`src/rtl/fp_multiplier_seq.sv`:
```
// IEEE-754 single multiplier, 24-cycle shift-add mantissa, truncating; accept-to-out_valid = 25 edges, handshake on the 26th.
// One operation in flight: in_ready only in IDLE, result/flags held in DONE until out_ready.
module fp_multiplier_seq #(
  parameter int XLEN = 32
) (
  input  logic            clk,
  input  logic            rst_n,
  input  logic            in_valid,
  output logic            in_ready,
  input  logic [XLEN-1:0] a,
  input  logic [XLEN-1:0] b,
  output logic            out_valid,
  input  logic            out_ready,
  output logic [XLEN-1:0] result,
  output logic            overflow,
  output logic            underflow,
  output logic            exception
);

  typedef enum logic [1:0] {IDLE, MUL, NORM, DONE} state_t;

  state_t      r_state;
  state_t      w_state_nxt;
  logic        r_sign;
  logic [7:0]  r_ea;
  logic [7:0]  r_eb;
  logic [23:0] r_ma;
  logic [23:0] r_mb;
  logic [47:0] r_p;
  logic [4:0]  r_cnt;
  logic [31:0] r_result;
  logic        r_ovf;
  logic        r_unf;
  logic        r_exc;

  logic [9:0]  w_exp_sum;
  logic [9:0]  w_exp;
  logic [22:0] w_mant;
  logic [31:0] w_res;
  logic        w_ovf;
  logic        w_unf;
  logic        w_exc;

  always_comb begin
    w_state_nxt = r_state;
    case (r_state)
      IDLE:    if (in_valid)        w_state_nxt = MUL;
      MUL:     if (r_cnt == 5'd23)  w_state_nxt = NORM;
      NORM:                         w_state_nxt = DONE;
      DONE:    if (out_ready)       w_state_nxt = IDLE;
      default:                      w_state_nxt = IDLE;
    endcase
  end

  // Exponent kept as 10-bit two's complement so both overflow and underflow are visible.
  always_comb begin
    w_exp_sum = {2'b00, r_ea} + {2'b00, r_eb} - 10'd127;
    w_exp     = w_exp_sum + {9'd0, r_p[47]};
    w_mant    = r_p[47] ? r_p[46:24] : r_p[45:23];
    w_res     = {r_sign, w_exp[7:0], w_mant};
    w_ovf     = 1'b0;
    w_unf     = 1'b0;
    w_exc     = 1'b0;
    if (r_ea == 8'hFF || r_eb == 8'hFF) begin
      w_exc = 1'b1;
      w_res = {r_sign, 8'hFF, 23'h400000};
    end else if (r_ea == 8'h00 || r_eb == 8'h00) begin
      w_res = {r_sign, 31'd0};
    end else if ($signed(w_exp) >= 10'sd255) begin
      w_ovf = 1'b1;
      w_res = {r_sign, 8'hFF, 23'd0};
    end else if ($signed(w_exp) <= 10'sd0) begin
      w_unf = 1'b1;
      w_res = {r_sign, 31'd0};
    end
  end

  always_ff @(posedge clk) begin
    if (!rst_n) begin
      r_state  <= IDLE;
      r_sign   <= 1'b0;
      r_ea     <= 8'd0;
      r_eb     <= 8'd0;
      r_ma     <= 24'd0;
      r_mb     <= 24'd0;
      r_p      <= 48'd0;
      r_cnt    <= 5'd0;
      r_result <= 32'd0;
      r_ovf    <= 1'b0;
      r_unf    <= 1'b0;
      r_exc    <= 1'b0;
    end else begin
      r_state <= w_state_nxt;
      case (r_state)
        IDLE: begin
          if (in_valid) begin
            r_sign <= a[31] ^ b[31];
            r_ea   <= a[30:23];
            r_eb   <= b[30:23];
            r_ma   <= {|a[30:23], a[22:0]};
            r_mb   <= {|b[30:23], b[22:0]};
            r_p    <= 48'd0;
            r_cnt  <= 5'd0;
          end
        end
        MUL: begin
          if (r_mb[0]) r_p <= r_p + ({24'd0, r_ma} << r_cnt);
          r_mb  <= r_mb >> 1;
          r_cnt <= r_cnt + 5'd1;
        end
        NORM: begin
          r_result <= w_res;
          r_ovf    <= w_ovf;
          r_unf    <= w_unf;
          r_exc    <= w_exc;
        end
        default: ;
      endcase
    end
  end

  assign in_ready  = (r_state == IDLE);
  assign out_valid = (r_state == DONE);
  assign result    = r_result;
  assign overflow  = r_ovf;
  assign underflow = r_unf;
  assign exception = r_exc;

endmodule
```
`config.mk`:
```
export PLATFORM = sky130hd
export DESIGN_NAME = fp_multiplier_seq
export DESIGN_NICKNAME = d
export VERILOG_FILES = /design/src/rtl/fp_multiplier_seq.sv
export SDC_FILE = /design/constraint.sdc
export NUM_CORES = 1
export LEC_CHECK = 0
export CORE_MARGIN = 1
export CORE_UTILIZATION = 49
export DETAILED_ROUTE_END_ITERATION = 10
export PLACE_DENSITY = 0.7
export SYNTH_ARGS = -nofsm -noshare
export SYNTH_HDL_FRONTEND = slang
export SYNTH_SLANG_ARGS = --single-unit
```
`constraint.sdc`:
```
create_clock -name clk -period 12.6 [get_ports clk]
set_clock_uncertainty 0.15 [all_clocks]
set_input_delay 1.26 -clock clk [delete_from_list [all_inputs] [get_ports clk]]
set_output_delay 1.26 -clock clk [all_outputs]
set_load 0.01 [all_outputs]
```
==> metrics.csv <==
stage,metric,value,unit
run_status,status,finished clean,
sta,hold_viol,0,
placed_design,portBuffers,104,
layout,regArea,3100,sq um
flow_run,maxCapViolations,0,
floorplanning,ios,105,
yosys,netlist_instances,1324,
sta,rsz0062_at_grt,no,
sta,setup_slack,7.68,ns
clock_tree,postCtsHoldBufs,0,
clock_tree,tritoncts,built,
clock_tree,cts_resized,0,
clock_tree,clockBufferDepth,2,
floorplanning,die_x,150,um
clock_tree,cts_buffers,17,
placed_design,dp_slack,7.77,ns
layout,fillers,1952,
layout,instances_no_fill,1664,
critical_path,crit_type,reg -> reg,
grt,grt_util_all_layers,24.9,%
detailed_routing,routedWlPerCell,16.2,um
layout,area_delta_synth_final,16.3,%
detailed_routing,viasPerCell,5.74,
yosys,syn_area_per_cell,8.13,sq um
yosys,yosysTopAreaCell,dfxtp_1,
floorplanning,start_util,50.6,%
placed_design,hpwl,20.1,mm
critical_path,path_max_fanout,30,
grt,grt_first_pass_wirelength,44.7,mm
yosys,synth_warnings,0,
sta,tightest_slew,1.14,ns
yosys,mappedNetlistNets,1462,
critical_path,end_kind,flop,
yosys,yosys_most_used_dff,dfxtp_1,
floorplanning,die_h,150,um
grt,antenna_found_initial,0,
yosys,ys_seq_elements,155,
floorplanning,num_rows,53,
grt,grt_pass1_vias,8959,
yosys,ys_top_cells_by_area,"dfxtp_1, ha_1, nand2_1",
sta,fmax,203,MHz
clock_tree,clk_latency,0.44,ns
layout,final_nets,1514,
critical_path,cp-start-kind,flop,
clock_tree,numClockSinks,155,
detailed_routing,vias,9554,
yosys,synth_cell_type_count,75,
sta,final.min_clock_period,4.92,ns
sta,setup_viol_count_final,0,
layout,layout_commonest_cell,nand2_1,
layout,drive_gt1_share,8.21,%
clock_tree,postCtsSetupRepairBufs,0,
detailed_routing,antenna_left,0,
sta,slew_viol_final,0,
layout,n_antenna_cell,0,
layout,multi_input_comb_area,7210,sq um
layout,final_cell_mix,"nand2_1, dfxtp_1, clkdlybuf4s50_1",
power,power_density,155,nW/um^2
sta,finalCritPeriodShare,39.1,%
floorplanning,coreArea,21300,sq um
floorplanning,die-area,22600,sq um
sta,finalSetupTns,0,ns
critical_path,critPathRequiredTime,12.74,ns
yosys,netlist_area,10800,sq um
detailed_routing,drtIter0Drc,602,
power,p_leak,5.15,nW
clock_tree,clkTransAtPathRegs,0.07,ns
detailed_routing,drt-total-wl,26.9,mm
grt,grt_max_degree,105,
clock_tree,cts-root-buf,clkbuf_16,
worst_hold_path,hp-class,reg -> reg,
sta,maxSlewHeadroom,23.9,%
detailed_routing,drtPass1Iterations,5,
yosys,synth_edf_count,0,
power,vdd_drop_max,132,uV
placed_design,gp_congestion,0.918,
yosys,yosysSeqAreaShare,28.8,%
detailed_routing,drc_errors,0,
grt,grt_overflow,0,
critical_path,crit_arrival,5.07,ns
placed_design,place_inst,1632,
yosys,ys_async_sr_fraction,0,%
clock_tree,h-tree-depth,4,
yosys,synth_top_area_share,28.8,%
[registers in the layout (all words and copies together) (netlist names)]
register	count
r_ma	24
overflow	1
exception	1
result	32
r_sign	1
r_ea	8
r_p	48
r_cnt	5
r_eb	8
r_mb	24
r_state	2
underflow	1
[final timing paths]
check	startpoint	end	slack (ns)	depth (start not counted)
worst max-delay path	r_cnt[2]$_SDFFE_PN0P_	r_p[29]$_SDFFE_PN0P_	7.68	16
worst max register to register	r_cnt[2]$_SDFFE_PN0P_	r_p[29]$_SDFFE_PN0P_	7.68	16
worst min register to register	result[17]$_SDFFE_PN0P_	result[17]$_SDFFE_PN0P_	0.30	2
worst min-delay path	result[17]$_SDFFE_PN0P_	result[17]$_SDFFE_PN0P_	0.30	2
[stage by stage]
stage | area, sq um | power, mW | utilization (%) | hold WS, ns
2_1_floorplan | 10800 | 1.20 | - | 0.289
3_3_place_gp | 11900 | 1.40 | 55.9 | 0.286
3_5_place_dp | 11900 | 1.42 | 55.9 | 0.293
4_1_cts | 12500 | 1.95 | 58.8 | 0.310
5_1_grt | 12500 | 2.07 | 58.8 | 0.323
6_report | 12500 | 1.93 | 58.8 | 0.303
[where the power goes]
group | total, mW | switching (mW) | internal (mW)
Clock | 0.522 | 0.252 | 0.270
Combinational | 0.777 | 0.463 | 0.313
Sequential | 0.637 | 0.0634 | 0.573
[critical path, cell delays in order, from the launching register on]
cell and delay (ns):
dfxtp_1 1.02, inv_1 0.51, nor4b_1 0.40, a21oi_1 0.13, mux2_2 0.32, nor2_1 0.12
ha_1 0.31, a21oi_1 0.14, o21ai_0 0.09, a21oi_1 0.17, nand3b_1 0.12, a31oi_1 0.34
o21ai_1 0.19, a41oi_1 0.35, o21ai_0 0.16, xnor2_1 0.16, o21ai_0 0.08
[cells by family (layout without fill, tap and decap cells)]
| logic type | after synthesis | after routing | synth area share, % |
|---|---|---|---|
| DFF | 155 | 155 | 28.8 |
| buffers and inverters | 114 | 179 | 4.36 |
| AOI/OAI and AO/OA | 393 | 393 | 24.9 |
| xor gates and xnor gates | 52 | 52 | 4.30 |
| muxes | 98 | 98 | 10.3 |
| adders and majority gates | 70 | 70 | 8.28 |
| and+or+nand+nor | 442 | 442 | 19.0 |
[cell usage after synthesis (all sizes together), types with 11 or more instances]
cell and instances:
nand4 15, xnor2 29, clkbuf 68, mux2 14, o211a 26, and2 14, buf 15, ha 68
o22ai 20, nand3 21, nor2b 41, nor2 74, dfxtp 155, a22oi 27, a21boi 43, inv 31
xor2 23, a21o 34, nor3 11, a21oi 75, nand2 225, mux2i 75, o21ai 111
[metal layers]
metal	up-vias	wire [um]	track usage (%)
li1	4850	-	-
met2	249	11800	39.1
met1	4419	13300	34.8
met5	-	0	0
met4	0	448	7.02
met3	36	1290	4.39
[final cells by class]
type                            count  share of cell area, %
Tap cell                          275                   2.75
Inverter                           31                  0.930
Clock inverter                     15                   1.55
Clock buffer                       17                   3.40
Multi-Input combinational cell   1055                   57.6
Timing Repair Buffer              116                   9.00
Sequential cell                   155                   24.8
No activity file was read; power rests on OpenSTA's default activity.
